[src/rtl/prince_ctr_stage.sv]
// prince_ctr_stage
//   Counter-mode wrapper around the combinational PRINCE core. Holds the key and
//   the counter block and feeds both to the core. The core output is used as
//   keystream: each accepted input word is XORed with it and the result is
//   registered in a one-entry output buffer. Throughput is one word per cycle,
//   with one cycle of latency.
//
// Ports
//   clk, rst_n                 clock, async active-low reset
//   cfg_valid/ready, cfg_key,  key/IV load handshake (IDLE or WRAP only)
//   cfg_iv
//   in_valid/ready, in_data,   input word stream
//   in_last
//   out_valid/ready, out_data, output word stream (in_data ^ keystream)
//   out_last
//   core_data_in, core_key,    to prince_core (counter, key, encrypt mode)
//   core_mode
//   core_data_out              from prince_core (keystream, combinational)
//   ctr_wrap_err               sticky flag: counter field ran out
module prince_ctr_stage #(
  parameter int TEXT_SIZE = 64,
  parameter int KEY_SIZE  = 128,
  parameter int CTR_WIDTH = 32
) (
  input  logic                 clk,
  input  logic                 rst_n,
  input  logic                 cfg_valid,
  output logic                 cfg_ready,
  input  logic [KEY_SIZE-1:0]  cfg_key,
  input  logic [TEXT_SIZE-1:0] cfg_iv,
  input  logic                 in_valid,
  output logic                 in_ready,
  input  logic [TEXT_SIZE-1:0] in_data,
  input  logic                 in_last,
  output logic                 out_valid,
  input  logic                 out_ready,
  output logic [TEXT_SIZE-1:0] out_data,
  output logic                 out_last,
  output logic [TEXT_SIZE-1:0] core_data_in,
  output logic [KEY_SIZE-1:0]  core_key,
  output logic                 core_mode,
  input  logic [TEXT_SIZE-1:0] core_data_out,
  output logic                 ctr_wrap_err
);

  typedef enum logic [1:0] {IDLE, RUN, DRAIN, WRAP} state_t;

  // Mask of the incrementing counter field; built one bit wider so that
  // CTR_WIDTH == TEXT_SIZE still yields an all-ones mask.
  localparam logic [TEXT_SIZE:0]   CTR_SPAN = (TEXT_SIZE+1)'(1) << CTR_WIDTH;
  localparam logic [TEXT_SIZE-1:0] ONE      = TEXT_SIZE'(1);
  localparam logic [TEXT_SIZE-1:0] CTR_MASK = CTR_SPAN[TEXT_SIZE-1:0] - ONE;

  state_t               state;
  logic [KEY_SIZE-1:0]  key_q;
  logic [TEXT_SIZE-1:0] ctr_q;
  logic [TEXT_SIZE-1:0] ctr_inc;
  logic                 low_full;
  logic                 in_fire, out_fire, cfg_fire;

  assign core_data_in = ctr_q;
  assign core_key     = key_q;
  assign core_mode    = 1'b0;

  // Only the low field advances; the nonce part is held.
  assign ctr_inc  = (ctr_q & ~CTR_MASK) | ((ctr_q + ONE) & CTR_MASK);
  assign low_full = (ctr_q & CTR_MASK) == CTR_MASK;

  // A new key/IV only loads once the last output has left, so a pending word
  // never mixes with the next session.
  assign cfg_ready = ((state == IDLE) || (state == WRAP)) && !out_valid;
  // One-entry output register: accept when empty or emptying this cycle.
  assign in_ready  = (state == RUN) && (!out_valid || out_ready);

  assign cfg_fire = cfg_valid && cfg_ready;
  assign in_fire  = in_valid && in_ready;
  assign out_fire = out_valid && out_ready;

  always_ff @(posedge clk or negedge rst_n) begin
    if (!rst_n) begin
      state        <= IDLE;
      key_q        <= '0;
      ctr_q        <= '0;
      out_valid    <= 1'b0;
      out_data     <= '0;
      out_last     <= 1'b0;
      ctr_wrap_err <= 1'b0;
    end else begin
      if (out_fire && !in_fire) out_valid <= 1'b0;

      if (in_fire) begin
        out_data  <= in_data ^ core_data_out;
        out_last  <= in_last;
        out_valid <= 1'b1;
        ctr_q     <= ctr_inc;
      end

      unique case (state)
        IDLE, WRAP: begin
          if (cfg_fire) begin
            key_q        <= cfg_key;
            ctr_q        <= cfg_iv;
            ctr_wrap_err <= 1'b0;
            state        <= RUN;
          end
        end
        RUN: begin
          if (in_fire) begin
            // A last word that wraps ends the message cleanly: no reuse
            // can follow it.
            if (in_last) begin
              state <= DRAIN;
            end else if (low_full) begin
              state        <= WRAP;
              ctr_wrap_err <= 1'b1;
            end
          end
        end
        DRAIN: begin
          if (out_fire) state <= IDLE;
        end
        default: state <= IDLE;
      endcase
    end
  end

endmodule
[config.mk]
export PLATFORM = sky130hd
export DESIGN_NAME = prince_ctr_stage
export DESIGN_NICKNAME = d
export VERILOG_FILES = /design/src/rtl/prince_ctr_stage.sv
export SDC_FILE = /design/constraint.sdc
export NUM_CORES = 1
export LEC_CHECK = 0
export ABC_AREA = 1
export CORE_AREA = 2 2 231 233
export DETAILED_ROUTE_END_ITERATION = 16
export DIE_AREA = 0 0 233 235
export MAX_ROUTING_LAYER = met4
export PLACE_DENSITY_LB_ADDON = 0.05
export SLEW_MARGIN = 30
export SYNTH_ARGS = -nofsm -noshare
export SYNTH_HDL_FRONTEND = slang
export SYNTH_SLANG_ARGS = --single-unit
[constraint.sdc]
create_clock -name clk -period 1.9 [get_ports clk]
set_clock_uncertainty 0.2 [all_clocks]
set_input_delay 0.285 -clock clk [delete_from_list [all_inputs] [get_ports clk]]
set_output_delay 0.285 -clock clk [all_outputs]
set_load 0.02 [all_outputs]
# Yosys cells after proc, flatten, opt, wreduce, memory -nomap -nowiden
# Index checks and enable logic that the tools add are counted.
[classes] add_sub_neg=1 bitwise_logic=2 n_eq_ne=10 n_mux=16 reduce_logical=17
[ops] operator="2-to-1 mux 64 bit" count=3
[ops] operator="OR 64 x 32 -> 64 bit" count=1
[ops] operator="bitwise XOR 64 bit" count=1
[ops] operator="adder 32 x 1 -> 32 bit, second input constant" count=1
[ops] operator="== test 32 bit, second input constant" count=1
[ops] operator="2-to-1 mux 2 bit" count=5
[ops] operator="!= test 2 bit, second input constant" count=5
[ops] operator="logical AND 1 bit" count=6
[ops] operator="2-to-1 mux 1 bit" count=6
[ops] operator="one-hot mux 2 bit (3 select lines)" count=1
[ops] operator="AND reduction 5 bit" count=1
[ops] operator="== test 2 bit, second input constant" count=2
[ops] operator="AND reduction 4 bit" count=1
[ops] operator="nonzero test 2 bit" count=2
[ops] operator="!= test 3 bit, second input constant" count=1
[ops] operator="== test 2 x 1 -> 1 bit, second input constant" count=1
[ops] operator="logical NOT 1 bit" count=2
[ops] operator="logical NOT 2 bit" count=1
[ops] operator="logical OR 1 bit" count=2
[ops] operator="one-hot mux 1 bit (2 select lines)" count=1
[ops] operator="AND reduction 2 bit" count=1
[ops] operator="OR reduction 2 bit" count=1
[word_totals] out_inout_bits=262 elab_cells=53 register_bits=261 input_bits=326

# Depth between registers and ports, before layout
[depth] depth_word=8 mapped_depth=11 ltp_nobuf=10

# Least setup slack after synthesis
# No wires, ideal clock.
[synth_timing] path_kind="reg-to-reg" start="register ctr_q[0], in the netlist core_data_in[0]" end="register state[1]" period_less_slack_ps=1849 t_required_ps=1583 path_stages_with_launch=11 slack_ps=51 arrival_time_ps=1532 setup_time_ps=117 path_buffers=0 path_cell_list="dfrtp_1 -> ha_1 -> inv_1 -> nor2_1 -> nand2_2 -> nor2_1 -> nand2_1 -> nand2_1 -> nand2_1 -> nand2_1 -> nand2_1"
[synth_via] elab_chain_len=3
[synth_lines] element="from (decl)" line="56" text="logic [TEXT_SIZE-1:0] ctr_q;"
[synth_lines] element="from (signal assigned)" line="95" text="ctr_q <= ctr_inc;"
[synth_lines] element="from (signal assigned)" line="102" text="ctr_q <= cfg_iv;"
[synth_lines] element="== test 32 bit" line="67" text="assign low_full = (ctr_q & CTR_MASK) == CTR_MASK;"
[synth_lines] element="!= test 3 bit (no source line)"
[synth_lines] element="AND reduction 4 bit (no source line)"
[synth_lines] element="to (signal assigned)" line="81" text="state <= IDLE;"
[synth_lines] element="to (signal assigned)" line="104" text="state <= RUN;"
[synth_lines] element="to (signal assigned)" line="112" text="state <= DRAIN;"
[synth_lines] element="to (decl)" line="54" text="state_t state;"
# No other way between the ends.
# A chain may end at the register's enable or synchronous reset.

# Worst setup path in the final report
[layout_timing] start="register state[1]" end="output port cfg_ready"
[layout_via] elab_chain_len=3 elab_cells_between_ends=4 cone_classes="1 x eq/ne; 3 x reduce/logical"
[layout_lines] element="== test 2 bit or logical NOT 2 bit (tied branches)" line="71" text="assign cfg_ready = ((state == IDLE) || (state == WRAP)) && !out_valid;"
[layout_lines] element="logical OR 1 bit *" line="71"
[layout_lines] element="logical AND 1 bit *" line="71"
[layout_lines] element="to (decl)" line="28" text="output logic cfg_ready,"
# Mark *: on every way between the ends. The rest lies on a longest branch, timed or not.

==> impl_metrics.tcl <==
set metrics [dict create \
    via_count 11322 \
    cp-start-kind "register" \
    wl_per_cell_um 20.2 \
    synthArstFlopShare_pct 100 \
    gr-usage-all-layers_pct 17.8 \
    area_delta_synth_final_pct 93.5 \
    slew_headroom_pct 61.1 \
    tightest_slew_ps 579 \
    drive_gt1_share_pct 22.5 \
    final_cells 2739 \
    multi_input_area_sq_mm 0.00531 \
    nFillCells 5254 \
    grt_pass1_vias 11065 \
    core-area_sq_mm 0.0522 \
    syn_nets 1655 \
    criticalPathCategory "register to output port" \
    cts_buffers 35 \
    p_leak_uw 0.0108 \
    synth.avg_cell_area_sq_um 8.50 \
    synth-edff-count 0 \
    status "finished, violations left" \
    cp_top_family "flip-flops" \
    final_cell_mix "nand2_1 (477), clkdlybuf4s50_1 (324), dfrtp_1 (257)" \
    cpMaxStageDelayCell "dfrtp_2" \
    cts_tree "done" \
    slew_violations 0 \
    fp.dieW_um 233 \
    rsz0062_at_grt "true" \
    setup_viol 162 \
    antenna_found_initial 8 \
    yosysSeqAreaShare_pct 57.9 \
    clock_path_buffers 3 \
    finalHoldViolations 0 \
    final_nets 2350 \
    overflow 0 \
    hold_path.class "primary input to asynchronous set/reset pin" \
    root_buffer "clkbuf_16" \
    syn-cell-area_sq_mm 0.0113 \
    dpl.cell_count 2597 \
    cpPeakStageDelay_ps 440 \
    vias_per_cell 4.13 \
    dp.final_hpwl_mm 36.9 \
    ys_seq_elements 261 \
    ir_worst_vdd_uv 629 \
    end_kind "output port" \
    pre_cts_slack_ps -268 \
    tns_ps -7720 \
    crit_buf_inv 2 \
    powerDensity_mw_per_mm2 1710 \
    final-seq-area_sq_mm 0.00654 \
    synthCells 1326 \
    post-route-period-util_pct 106 \
    fmax_mhz 498 \
    drc 0 \
    ys_warn_count 0 \
    violations "setup timing" \
    die-area_sq_mm 0.0548 \
    clkTransAtPathRegs_ps 50 \
    final_common_cell "nand2_1" \
    drv_cap 0 \
    worstPathRequired_ps 1410 \
    synth_top_flop_cell "dfrtp_1" \
    drt_iter0_drc 551 \
    routed_wirelength_mm 55.2 \
    ant_nets 0 \
    htreeDepth 2 \
    critical_path_peak_fanout 3 \
    io_buffers 586 \
    start_util_pct 21.6 \
    grt_max_degree 61 \
    worstPathCellList "ha_4 > inv_2 > nor2_1 > buf_4" \
    rrSetupSlack_ps -100 \
    grt_first_pass_wirelength_mm 71.1 \
    pin_count 588 \
    clkLatencyLatePin_ps 530 \
    fin_util_pct 41.8 \
    rows 84 \
    arrival_ps 1520 \
    synth_cell_types 31 \
    clock_sinks 261 \
    firstDrtPassIters 7 \
    worst_slack_ps -108 \
    place_congestion 0.845 \
    period_needed_ps 2010 \
    die_y_um 235 \
]
-- sequential cells by signal, summed over array words and instances (netlist names) --
name / cells
core_data_in: 64
state: 2
out_data: 64
out_last: 1
out_valid: 1
core_key: 128
ctr_wrap_err: 1
-- worst register-to-register path, stage by stage, from the launching register on --
cell and delay [ps]:
dfrtp_2 440, ha_4 300, and3_4 220, buf_12 180
buf_12 140, buf_8 110, inv_8 50, clkbuf_16 160
nand2_2 50, nand2_1 50
-- timing repair --
action                                  CTS  global route
setup buffers                             3            20
hold buffers                              1             0
endpoints found under the setup margin  265           170
gates cloned                              0            51
pin swaps                                 1            74
resized for setup                       287           384
hold endpoints to repair                261             0
-- path summary, 6_finish.rpt --
path / cells after the start / start / endpoint
min: 2 / rst_n / out_data[39]
max: 4 / state[1] / cfg_ready
min reg2reg: 2 / core_key[123] / core_key[123]
min in group clk: 3 / cfg_key[34] / core_key[34]
max reg2reg: 9 / state[1] / core_key[58]
max in group asynchronous: 3 / rst_n / core_data_in[39]
-- metal layers --
metal	share of wire [%]	up-vias	GRT usage (%)
met4	2.1	0	5.71
met1	42	5406	20.7
met3	6.2	59	4.73
met5	0	-	-
met2	50	334	29.9
li1	-	5523	-
-- layout make-up --
| cell class | instances | area share [%] |
|---|---|---|
| timing repair buffer | 713 | 35.1 |
| sequential | 261 | 30.0 |
| multi-input combinational | 964 | 24.3 |
| clock buffer | 52 | 4.87 |
| tap | 688 | 3.95 |
| inverter | 42 | 0.860 |
| clock inverter | 7 | 0.505 |
| timing repair inverter | 4 | 0.292 |
| antenna | 8 | 0.0918 |
-- report_power, final --
part / leakage [uW] / switching, uW / internal (uW) / total, uW
combinational: 0.00698 / 11600 / 8840 / 20400
clock: 0.000580 / 2580 / 4250 / 6830
sequential: 0.00324 / 1840 / 8260 / 10100
total: 0.0108 / 16000 / 21400 / 37400
-- Yosys cell counts (2+ instances only) --
library cell,n,area [sq um]
inv_1,41,154
buf_2,35,175
clkbuf_1,19,71.3
o21ai_0,76,380
o21ai_1,3,15.0
o21bai_1,4,30.0
nor2_4,2,22.5
nor2_2,5,31.3
nand3b_1,2,15.0
xnor2_1,70,613
nand3_1,36,180
nand2_1,693,2600
ha_1,3,37.5
buf_6,2,22.5
dfrtp_1,261,6530
nand4_1,7,43.8
nor3_4,3,48.8
xor2_1,6,52.6
buf_1,2,7.51
a21oi_1,3,15.0
nor2_1,41,154
a31oi_1,3,18.8
-- kinds of logic after synthesis --
group           synth area share (%)
buf+inv                         3.92
fa+ha+maj                      0.333
xor+xnor                        5.90
flops                           57.9
other cells                   0.0333
compound gates                  4.14
simple gates                    27.8
-- through the flow --
| stage | instance area (sq um) | power [uW] | hold slack [ps] |
|---|---|---|---|
| finish | 21800 | 37400 | 72.3 |
| global route | 21800 | 39700 | 73.5 |
| CTS | 19300 | 32400 | 43.2 |
| detailed placement | 18400 | 27100 | 56.3 |
| global placement | 18400 | 27000 | 54.6 |
| floorplan | 11300 | 17800 | -211 |
(Power assumes the default switching activity.)
